<file path="src/rtl/prefetch_queue.sv">
// prefetch_queue: instruction prefetch buffer between instruction memory and the fetch stage.
//
// The block issues sequential word reads starting at RESET_PC. It queues each returned word
// with its address in a DEPTH-entry FIFO. A flush redirects fetching to a new address. If a
// read is still outstanding when the flush arrives, the block waits for that read in DROP and
// throws its data away before fetching from the new target.
//
// Ports:
//   clk, reset         clock; asynchronous active-high reset
//   flush, flush_pc    redirect request and new fetch address (low two bits ignored)
//   mem_req, mem_addr  memory read request and its word address (registered)
//   mem_ack, mem_rdata memory accepts the request; read data arrives in the same cycle
//   out_valid          head entry available
//   out_instr, out_pc  head instruction and its address
//   out_ready          fetch stage consumes the head
//   level              number of valid entries, 0..DEPTH
module prefetch_queue #(
    parameter int unsigned DEPTH    = 4,
    parameter logic [31:0] RESET_PC = 32'h0000_0000
) (
    input  logic                       clk,
    input  logic                       reset,
    input  logic                       flush,
    input  logic [31:0]                flush_pc,
    output logic                       mem_req,
    output logic [31:0]                mem_addr,
    input  logic                       mem_ack,
    input  logic [31:0]                mem_rdata,
    output logic                       out_valid,
    output logic [31:0]                out_instr,
    output logic [31:0]                out_pc,
    input  logic                       out_ready,
    output logic [$clog2(DEPTH):0]     level
);

    localparam int unsigned PW = $clog2(DEPTH);
    localparam int unsigned LW = PW + 1;
    localparam logic [LW-1:0] FULL = LW'(DEPTH);

    typedef enum logic [1:0] {StIdle, StReq, StDrop} state_e;

    state_e        state_q, state_d;
    logic [31:0]   fa_q, fa_d;
    logic [31:0]   redirect_q, redirect_d;
    logic [PW-1:0] wr_ptr_q, wr_ptr_d;
    logic [PW-1:0] rd_ptr_q, rd_ptr_d;
    logic [LW-1:0] level_q, level_d;

    logic [31:0]   pc_mem    [DEPTH];
    logic [31:0]   instr_mem [DEPTH];

    logic          push;
    logic          pop;
    logic [31:0]   flush_target;
    logic          unused_pc_lsb;

    assign unused_pc_lsb = ^flush_pc[1:0];

    always_comb begin
        state_d      = state_q;
        fa_d         = fa_q;
        redirect_d   = redirect_q;
        wr_ptr_d     = wr_ptr_q;
        rd_ptr_d     = rd_ptr_q;
        level_d      = level_q;
        push         = 1'b0;
        flush_target = {flush_pc[31:2], 2'b00};
        pop          = (level_q != '0) && out_ready && !flush;

        unique case (state_q)
            StIdle: begin
                if (flush) begin
                    fa_d    = flush_target;
                    state_d = StReq;
                end else if (level_q < FULL) begin
                    state_d = StReq;
                end
            end
            StReq: begin
                if (flush) begin
                    if (mem_ack) begin
                        // The acked word belongs to the old path; drop it and refetch at once.
                        fa_d = flush_target;
                    end else begin
                        // mem_addr must stay put until the outstanding read is acked.
                        redirect_d = flush_target;
                        state_d    = StDrop;
                    end
                end else if (mem_ack) begin
                    push = (level_q != FULL);
                    fa_d = fa_q + 32'd4;
                end
            end
            StDrop: begin
                if (flush) begin
                    redirect_d = flush_target;
                end
                if (mem_ack) begin
                    fa_d    = flush ? flush_target : redirect_q;
                    state_d = StReq;
                end
            end
            default: state_d = StIdle;
        endcase

        if (flush) begin
            wr_ptr_d = '0;
            rd_ptr_d = '0;
            level_d  = '0;
        end else begin
            if (push) wr_ptr_d = wr_ptr_q + PW'(1);
            if (pop)  rd_ptr_d = rd_ptr_q + PW'(1);
            unique case ({push, pop})
                2'b10:   level_d = level_q + LW'(1);
                2'b01:   level_d = level_q - LW'(1);
                default: level_d = level_q;
            endcase
        end

        // Stop requesting once the push fills the FIFO.
        if (state_q == StReq && !flush && mem_ack && level_d == FULL) begin
            state_d = StIdle;
        end
    end

    always_ff @(posedge clk or posedge reset) begin
        if (reset) begin
            state_q    <= StIdle;
            fa_q       <= RESET_PC;
            redirect_q <= RESET_PC;
            wr_ptr_q   <= '0;
            rd_ptr_q   <= '0;
            level_q    <= '0;
        end else begin
            state_q    <= state_d;
            fa_q       <= fa_d;
            redirect_q <= redirect_d;
            wr_ptr_q   <= wr_ptr_d;
            rd_ptr_q   <= rd_ptr_d;
            level_q    <= level_d;
        end
    end

    // Storage needs no reset; level gates validity.
    always_ff @(posedge clk) begin
        if (push) begin
            pc_mem[wr_ptr_q]    <= fa_q;
            instr_mem[wr_ptr_q] <= mem_rdata;
        end
    end

    assign mem_req   = (state_q != StIdle);
    assign mem_addr  = fa_q;
    assign out_valid = (level_q != '0);
    assign out_pc    = pc_mem[rd_ptr_q];
    assign out_instr = instr_mem[rd_ptr_q];
    assign level     = level_q;

endmodule

</file>
<file path="config.mk">
export PLATFORM = sky130hd
export DESIGN_NAME = prefetch_queue
export DESIGN_NICKNAME = d
export VERILOG_FILES = /design/src/rtl/prefetch_queue.sv
export SDC_FILE = /design/constraint.sdc
export NUM_CORES = 1
export LEC_CHECK = 0
export ABC_AREA = 0
export CAP_MARGIN = 5
export CORE_ASPECT_RATIO = 1.75
export CORE_MARGIN = 3
export CORE_UTILIZATION = 45
export DETAILED_ROUTE_END_ITERATION = 7
export PLACE_DENSITY = 0.67
export SKIP_CTS_REPAIR_TIMING = 1
export SLEW_MARGIN = 25
export SYNTH_ARGS = -nofsm -noshare
export SYNTH_HDL_FRONTEND = slang
export SYNTH_SLANG_ARGS = --single-unit
</file>
<file path="constraint.sdc">
create_clock -name clk -period 10.12 [get_ports clk]
set_input_delay 3.036 -clock clk [delete_from_list [all_inputs] [get_ports clk]]
set_output_delay 3.036 -clock clk [all_outputs]
set_load 0.03 [all_outputs]
</file>
### Yosys cells after proc, flatten, opt, wreduce, memory -nomap -nowiden

Memories as Yosys holds them, arrays and structs flattened.
Index checks and enable logic that the tools add are counted.

| storage, ports and cells | value |
|---|---|
| memories kept | 2 |
| bits in writable memories | 256 |
| logic and storage cells | 73 |
| register bits after elaboration | 73 |
| bits of input ports | 69 |
| output and inout port bits | 101 |

Memory list:

| memory | depth | width | rd ports | clocked after memory_dff | wr ports | RTL line | RTL |
|---|---|---|---|---|---|---|---|
| instr_mem | 4 | 32 | 1 | 0 | 1 | 50 | `logic [31:0] instr_mem [DEPTH];` |
| pc_mem | 4 | 32 | 1 | 0 | 1 | 49 | `logic [31:0] pc_mem [DEPTH];` |

| operators by class | value |
|---|---|
| $add $sub $neg | 5 |
| reduce and logical (&&, ||, !) cells | 16 |
| equality and inequality tests | 15 |
| $lt $le $gt $ge | 1 |
| mux-type cells | 28 |

Operators by type and width:

| cell | count |
|---|---|
| two-way mux 32 bit | 8 |
| case mux 32 bit (3 select lines) | 1 |
| case mux 32 bit (2 select lines) | 1 |
| adder 32 x 3 -> 32 bit, second input constant | 1 |
| two-way mux 2 bit | 10 |
| != test 2 bit, second input constant | 5 |
| AND reduction 4 bit | 2 |
| nonzero test 2 bit | 4 |
| != test 3 x 2 -> 1 bit, second input constant | 2 |
| != test 3 bit, second input constant | 2 |
| case mux 2 bit (3 select lines) | 1 |
| case mux 3 bit (2 select lines) | 1 |
| nonzero test 3 bit | 2 |
| logical AND 1 bit | 5 |
| two-way mux 1 bit | 5 |
| adder 2 x 1 -> 2 bit, second input constant | 2 |
| == test 2 x 1 -> 1 bit, second input constant | 2 |
| == test 2 bit, second input constant | 2 |
| != test 4 bit, second input constant | 1 |
| adder 3 x 1 -> 3 bit, second input constant | 1 |
| == test 3 bit, second input constant | 1 |
| < comparator 3 bit, second input constant | 1 |
| two-way mux 3 bit | 1 |
| AND reduction 3 bit | 1 |
| 3 further kinds | 3 |

### Logic depth before layout (Yosys ltp)

Gate-level depths: netlist (run 1).

| depth | value |
|---|---|
| depth in word-level cells | 11 |
| depth in mapped cells | 13 |
| depth with buffers taken out | 12 |

### Worst setup path before layout (run 1)

Ideal clock, no wire load.

| timing path | value |
|---|---|
| kind | input to register |
| from | input port flush |
| to | memory instr_mem[0][0] (enable) |
| path slack | 3.953 ns |
| data arrival time | 5.738 ns |
| buffers on the path | 2 |
| required time | 9.691 ns |
| cell stages on the path | 5 |
| library setup time | 0.429 ns |
| cells stage by stage | clkbuf_1 nand2b_1 clkbuf_1 a211oi_1 and2_1 |

| between the ends | value |
|---|---|
| word-level cells in the longest chain between the ends | 4 |

RTL lines:

| what | RTL line | RTL |
|---|---|---|
| start, declared | 23 | `input logic flush,` |
| two-way mux 1 bit | 80 | `if (flush) begin` |
| two-way mux 1 bit | 70 | `unique case (state_q)` |
| two-way mux 1 bit | 146 | `if (push) begin` |
| two-way mux 1 bit (implied by the code) | 148 | `instr_mem[wr_ptr_q] <= mem_rdata;` |
| end, declared | 50 |  |

Every way passes these cells.

### Worst setup path after layout (run 1)

| timing path | value |
|---|---|
| from | input port flush |
| to | register state_q[1] |

| between the ends | value |
|---|---|
| word-level cells in the longest chain between the ends | 9 |
| elaborated cells between the ends (all ways) | 20 |
| classes of those cells | 7 x eq/ne; 7 x mux; 6 x reduce/logical |

RTL lines:

| what | RTL line | RTL |
|---|---|---|
| two-way mux 1 bit / logical NOT 1 bit (equally long branches) | 80, 68, 121 |  |
| two-way mux 1 bit / logical AND 1 bit (equally long branches) | 70, 68 |  |
| == test 2 x 1 -> 1 bit / == test 2 bit (equally long branches) | 113 | `unique case ({push, pop})` |
| case mux 3 bit (2 select lines) | 113 |  |
| two-way mux 3 bit | 106 | `if (flush) begin` |
| == test 3 bit | 121 | `if (state_q == StReq && !flush && mem_ack && level_d == FULL) begin` |
| logical AND 1 bit | 121 |  |
| != test 4 bit (no source line) (tied with other cells) | - |  |
| AND reduction 4 bit (no source line) | - |  |
| end signal, assigned | 128 | `state_q <= StIdle;` |
| end signal, assigned | 135 | `state_q <= state_d;` |
| end, declared | 42 | `state_e state_q, state_d;` |

Several ways; a longest one is shown, not always the timed one.
A chain may end at the register's enable or synchronous reset.

==> results.toml, run 1 <==
[cts]
numCtsBuffers = 29
cts.path.max_buffers = 3
cts.sinks = 329
clk_pin_slew_worst_paths_ps = 70
cts_max_level = 1
cts_tree = "done"
clockRootBuffer = "clkbuf_16"
clock_latency_ps = 560

[pwr]
leakage_nw = 5.62
power_density_nw_per_um2 = 264
peakVddDrop_mv = 0.194
finalPower_mw = 4.46

[detailed_routing]
dr.pass1.iters = 5
drt.antenna.violating_nets = 0
avgViaCountPerCell = 5.72
drc = 0
avgRoutedWirePerCell_um = 22.0
num_vias = 7853
wl_um = 30200
drt_iter0_drc = 503

[worst_setup_path]
crit_type = "primary input to flip-flop"
r2r_cells = 12
r2r-start = "state_q[1]"
path_cells = "clkdlybuf4s50_1 -> buf_4 -> nand2b_1 -> a211oi_1 -> inv_1 -> ha_1 -> fa_1 -> xnor2_1 -> or3_1 -> a2111oi_0 -> o21ai_0 -> a32o_1"
cp_max_fo = 28
cp_slowest_cell = "a211oi_1"
crit_path_end_kind = "flip-flop"
arrival_ps = 7190
timing.rr.end = "state_q[1]"
slowest_delay_ps = 970
crit_start = "flush"
path_buf_inv = 3
crit_required_ps = 10560
startpoint_type = "primary input"
regToRegSetupSlack_ps = 5340
crit_family = "compound AO/OA/AOI/OAI gates"

[synth]
synth-seq-cells = 329
yosysTopAreaCell = "edfxtp_1"
avgSynthCellArea_um2 = 17.1
ys_warn_count = 0
synth.distinct_cells = 75
synth_area_um2 = 13700
ys.flop_type = "edfxtp_1"
synthArstFlopShare = 0.222
synth_area_leaders = "edfxtp_1, dfrtp_1, mux4_2, mux2_2, o21ai_0"
synth-seq-area-share = 0.696
synth_cells = 800
yosysTopAreaCellShare = 0.562
synth_edf_count = 256
synth.net_count = 882

[layout]
num_antenna_cells = 0
stdcell_count = 1374
final_nets = 1051
finalInstanceArea_um2 = 16900
area_delta_synth_final_pct = 23.2
drive_above_1_share = 0.191

[global_routing]
gr-total-overflow = 0
track_usage = 0.188
grt_pass1_vias = 8265
antenna_found_initial = 0
grt_pass1_wl_um = 47300
grt_max_degree = 74

[sta]
max_slew_margin = 0.330
whs_ps = 491
fin_worst_skew_ps = 20.9
slew_violations = 0
worst_pin_slew_ps = 1010
fin_crit_sh = 0.667
hold_viol = 0
fmax_mhz = 148
grt_setup_unrepaired = "false"
period_needed_ps = 6750
finalSetupViolCount = 0
setup-tns-final_ps = 0

[place]
dp.cells = 1319
portBuffers = 167
gp_congestion = 0.789
dp_hpwl_um = 18500
placed_area_um2 = 15800

[floorplanning]
initial_core_util = 0.460
die_y_um = 237
die-area_um2 = 32600
core_area_um2 = 29700
num_rows = 83
fp.dieW_um = 138
ios = 170

[min_path]
whs_path_depth = 1
min_path_type = "flip-flop to flip-flop"
worstHoldStart = "redirect_q[0]"
hold_end = "redirect_q[0]"

[status]
status = "completed"

[run]
drv_cap = 0
[final cells by class]
type	instances	area, um^2
Clock buffer	30	729
Clock inverter	24	302
Fill cell	2371	12800
Inverter	18	67.6
Multi-Input combinational cell	408	3900
Sequential cell	329	9520
Tap cell	382	478
Timing Repair Buffer	183	1850
[synth_stat cells (all sizes together), types with 10 or more instances]
master,count
edfxtp,256
a21oi,14
dfrtp,73
nand4,10
nor2,35
nand3,12
mux2,35
nor3,10
mux4,64
inv,18
buf,15
nand2,25
o21ai,44
ha,12
clkbuf,30
[cell usage in the layout (no fill, tap or decap), types with 14 or more instances in the layout]
cell	instances
edfxtp_1	256
clkdlybuf4s50_1	167
dfrtp_1	71
mux4_2	64
o21ai_0	42
mux2_2	35
nor2_1	35
clkbuf_16	29
nand2_1	25
inv_1	17
a21oi_1	14
[state kept, by name, indices dropped and copies added, names as in the netlist]
name / flops
mem_addr: 32
rd_ptr_q: 2
wr_ptr_q: 2
level: 3
instr_mem: 128
pc_mem: 128
state_q: 2
redirect_q: 32
[worst max-delay path by stage]
stage | endpoint | slack [ps] | cells after the start
detailed placement | state_q[1] | 2790 | 12
CTS | state_q[1] | 3380 | 12
finish | state_q[1] | 3370 | 12
global route | state_q[1] | 3060 | 12
floorplan | instr_mem[0][0] | 3950 | 5
global placement | state_q[1] | 2800 | 12
[power breakdown]
group,internal (mW),total [mW],switching [mW]
logic,0.578,1.34,0.761
clock network,0.685,1.18,0.494
registers,1.70,1.94,0.233
[per-layer routing]
metal	share of wire	vias up	GRT usage
met5	0	-	0
met4	0.032	0	0.0734
met3	0.043	59	0.0198
met2	0.52	211	0.328
met1	0.40	4025	0.239
li1	-	3558	-
[cell families (layout without fill, tap and decap cells)]
logic type                 count (synthesis)  after routing  share of synthesized area
DFF                                      329            329                      0.696
and+or+nand+nor                          140            140                     0.0556
AOI/OAI and AO/OA                        139            139                     0.0704
muxes                                    104            104                      0.138
buffers and inverters                     63            255                     0.0204
adders and majority gates                 13             13                     0.0124
xor gates and xnor gates                  12             12                    0.00768
[metrics by stage]
stage | setup slack (ps) | utilization
detailed placement | 2790 | 0.532
finish | 3370 | 0.567
global placement | 2800 | 0.529
global route | 3060 | 0.567
CTS | 3380 | 0.566
floorplan | 3950 | -
No activity file was read; power rests on OpenSTA's default activity.
==> inputs of run 2 (changes only) <==
==> constraint.sdc (replaced) <==
create_clock -name clk -period 6.9 [get_ports clk]
set_input_delay 2.07 -clock clk [delete_from_list [all_inputs] [get_ports clk]]
set_output_delay 2.07 -clock clk [all_outputs]
set_load 0.03 [all_outputs]
==> results.toml, run 2 (synthesized netlist as in run 1, its figures left out) <==
[floorplanning]
die-area_um2 = 32600
ios = 170
core_area_um2 = 29700
initial_core_util = 0.460
die_y_um = 237
fp.dieW_um = 138
num_rows = 83

[global_routing]
gr-total-overflow = 0
grt_pass1_wl_um = 47200
track_usage = 0.188
grt_max_degree = 66
grt_pass1_vias = 8213
antenna_found_initial = 0

[detailed_routing]
avgRoutedWirePerCell_um = 21.9
num_vias = 7889
drt_iter0_drc = 481
drt.antenna.violating_nets = 0
drc = 0
wl_um = 30200
dr.pass1.iters = 5
avgViaCountPerCell = 5.72

[sta]
max_slew_margin = 0.359
hold_viol = 0
finalSetupViolCount = 0
fmax_mhz = 190
slew_violations = 0
fin_crit_sh = 0.761
worst_pin_slew_ps = 960
whs_ps = 497
setup-tns-final_ps = 0
grt_setup_unrepaired = "false"
period_needed_ps = 5250
fin_worst_skew_ps = 8.13

[run]
drv_cap = 0

[worst_setup_path]
crit_required_ps = 4830
startpoint_type = "flip-flop"
crit_path_end_kind = "output port"
cp_max_fo = 42
crit_type = "flip-flop to output port"
arrival_ps = 3180

[cts]
cts.path.max_buffers = 3
clockRootBuffer = "clkbuf_16"
clock_latency_ps = 550
cts.sinks = 329
cts_max_level = 1
clk_pin_slew_worst_paths_ps = 70
numCtsBuffers = 29
cts_tree = "done"

[place]
gp_congestion = 0.798
portBuffers = 167
placed_area_um2 = 15800
dp_hpwl_um = 19200

[status]
status = "completed"

[layout]
drive_above_1_share = 0.190
finalInstanceArea_um2 = 16800
final_common_cell = "edfxtp_1"
reg_top3 = "instr_mem: 128 flops, pc_mem: 128 flops"
area_delta_synth_final_pct = 22.7
final_cell_mix = "edfxtp_1, clkdlybuf4s50_1, dfrtp_1, mux4_2, o21ai_0"
final_nets = 1057
num_antenna_cells = 0

[min_path]
min_path_type = "flip-flop to flip-flop"

[pwr]
peakVddDrop_mv = 0.281
leakage_nw = 5.61
power_density_nw_per_um2 = 383
[run 2: cell count changes in the layout (fill, tap and decap cells not counted)]
cell and change:
buf_12 -3, buf_4 +10, buf_6 -1, bufinv_16 -2, clkbuf_1 +4, clkinv_1 +2, clkinv_2 +1, clkinv_4 +2
clkinvlp_2 +2, clkinvlp_4 -5, inv_2 -1, inv_6 -3, o211a_1 -1, o211a_2 +1
[run 2: worst max-delay path, stage by stage (launching register included)]
cell,delay (ps)
dfrtp_4,970
buf_4,440
mux4_2,570
clkdlybuf4s50_1,610
[run 2: power by group]
group          leakage [nW]  internal, mW  total, mW  switching (mW)
combinational          1.95         0.853       1.96            1.11
clock                 0.463         0.925       1.61           0.687
sequential             3.20          2.50       2.85           0.348
[run 2: routing by layer]
metal | part of all wire | vias to the layer above | wire [um] | GRT usage
li1 | - | 3571 | - | -
met1 | 0.40 | 4034 | 12000 | 0.242
met2 | 0.53 | 222 | 15900 | 0.325
met3 | 0.041 | 62 | 1230 | 0.0198
met4 | 0.035 | 0 | 1060 | 0.0731
met5 | 0 | - | 0 | 0
[run 2: worst paths after layout]
path | from | to | slack, ps | depth (start not counted)
setup reg to reg | state_q[1] | state_q[1] | 3020 | 13
setup / recovery | rd_ptr_q[0] | out_instr[30] | 1650 | 3
hold reg to reg | redirect_q[0] | redirect_q[0] | 500 | 1
hold / removal | redirect_q[0] | redirect_q[0] | 500 | 1
max in group asynchronous | reset | rd_ptr_q[1] | 3960 | 3
min in group asynchronous | reset | redirect_q[4] | 1990 | 2
[run 2: layout make-up]
| type | count | area (um^2) |
|---|---|---|
| fillers | 2390 | 12900 |
| well taps | 382 | 478 |
| clock buffers | 34 | 744 |
| flip-flops and latches | 329 | 9520 |
| multi-input cells | 408 | 3900 |
| inverters | 18 | 68.8 |
| repair buffers | 189 | 1860 |
| clock inverters | 20 | 213 |
[run 2: metrics by stage]
step,power [mW],util,instances,setup WS (ps)
after floorplan,4.09,-,800,1700
after global placement,4.82,0.532,1325,1680
after detailed placement,4.86,0.532,1325,1630
after CTS,6.48,0.564,1379,1500
after global routing,6.74,0.565,1380,1410
final,6.42,0.565,1380,1650
==> inputs of run 3 (changes only) <==
==> constraint.sdc (replaced) <==
create_clock -name clk -period 4.9 [get_ports clk]
set_input_delay 1.47 -clock clk [delete_from_list [all_inputs] [get_ports clk]]
set_output_delay 1.47 -clock clk [all_outputs]
set_load 0.03 [all_outputs]
==> results.toml, run 3 (synthesized netlist as in run 1, its figures left out) <==
[sta]
grt_setup_unrepaired = "false"
hold_viol = 0
layout_setup_ws_ps = 598
period_needed_ps = 4300
fmax_mhz = 232
fin_worst_skew_ps = 13.1
whs_ps = 488
max_slew_margin = 0.381
slew_violations = 0
finalSetupViolCount = 0
worst_pin_slew_ps = 927
setup-tns-final_ps = 0
fin_crit_sh = 0.878

[detailed_routing]
drc = 0
avgViaCountPerCell = 5.73
num_vias = 7919
wl_um = 30300
drt_iter0_drc = 722
drt.antenna.violating_nets = 0
avgRoutedWirePerCell_um = 21.9
dr.pass1.iters = 5

[place]
dp_hpwl_um = 19800
dp.cells = 1327
gp_congestion = 0.807
pre_cts_ws_ps = 353
portBuffers = 167
placed_area_um2 = 15900

[floorplanning]
core_area_um2 = 29700
ios = 170
die-area_um2 = 32600
num_rows = 83
initial_core_util = 0.460
die_y_um = 237
fp.dieW_um = 138

[layout]
final_nets = 1059
stdcell_count = 1381
drive_above_1_share = 0.191
finalInstanceArea_um2 = 16900
reg_top3 = "instr_mem: 128 flops, pc_mem: 128 flops"
area_delta_synth_final_pct = 23.9
final_common_cell = "edfxtp_1"
final_cell_mix = "edfxtp_1, clkdlybuf4s50_1, dfrtp_1, mux4_2, o21ai_0"
fillCellCount = 2359

[worst_setup_path]
crit_type = "flip-flop to output port"
r2r-start = "state_q[1]"
cp_max_fo = 24
crit_path_end_kind = "output port"
startpoint_type = "flip-flop"
arrival_ps = 2830
crit_required_ps = 3430
crit_start = "rd_ptr_q[0]"

[cts]
clock_latency_ps = 560
clk_pin_slew_worst_paths_ps = 70
cts.sinks = 329
numCtsBuffers = 30
clockRootBuffer = "clkbuf_16"
cts_max_level = 1
cts.path.max_buffers = 3
cts_tree = "done"

[global_routing]
gr-total-overflow = 0
grt_max_degree = 52
grt_pass1_wl_um = 47400
track_usage = 0.188
grt_pass1_vias = 8337
antenna_found_initial = 1

[min_path]
min_path_type = "flip-flop to flip-flop"
worstHoldStart = "redirect_q[0]"

[status]
status = "completed"

[pwr]
leakage_nw = 5.68
power_density_nw_per_um2 = 547
peakVddDrop_mv = 0.339

[run]
drv_cap = 0
## run 3: per-layer routing
layer,global-route usage,routed length (um),up-vias
met5,0,0,-
met4,0.0677,941,0
met3,0.0215,1370,54
met2,0.335,16400,224
met1,0.234,11600,4072
li1,-,-,3569
## run 3: metrics by stage
stage / util / power [mW]
finish: 0.570 / 9.26
detailed placement: 0.535 / 6.86
CTS: 0.570 / 9.32
global route: 0.570 / 9.70
global placement: 0.535 / 6.79
floorplan: - / 5.76
## run 3: final cells by class
cell class / instances / area (um^2) / share of cell area
Tap cell: 382 / 478 / 0.0282
Clock inverter: 22 / 280 / 0.0165
Multi-Input combinational cell: 408 / 3900 / 0.230
Clock buffer: 31 / 776 / 0.0458
Timing Repair Buffer: 190 / 1920 / 0.113
Antenna cell: 1 / 2.50 / 0.000148
Sequential cell: 329 / 9520 / 0.562
Inverter: 18 / 67.6 / 0.00399
## run 3: path summary, 6_finish.rpt
path | to | slack (ps) | cells past startpoint
max | out_instr[30] | 600 | 3
min | redirect_q[0] | 490 | 1
max reg2reg | state_q[1] | 1670 | 12
min reg2reg | redirect_q[0] | 490 | 1
max in group asynchronous | mem_addr[17] | 2710 | 3
min in group asynchronous | mem_addr[5] | 1290 | 2
## run 3: power by group
| group | switching [mW] | internal, mW |
|---|---|---|
| sequential | 0.469 | 3.52 |
| clock | 1.01 | 1.47 |
| combinational | 1.59 | 1.21 |
| total | 3.07 | 6.19 |
## run 3: worst max-delay path, stage by stage, from the launching register on
cell and delay, ps:
dfrtp_4 550, buf_4 480, mux4_2 570, clkdlybuf4s50_1 640
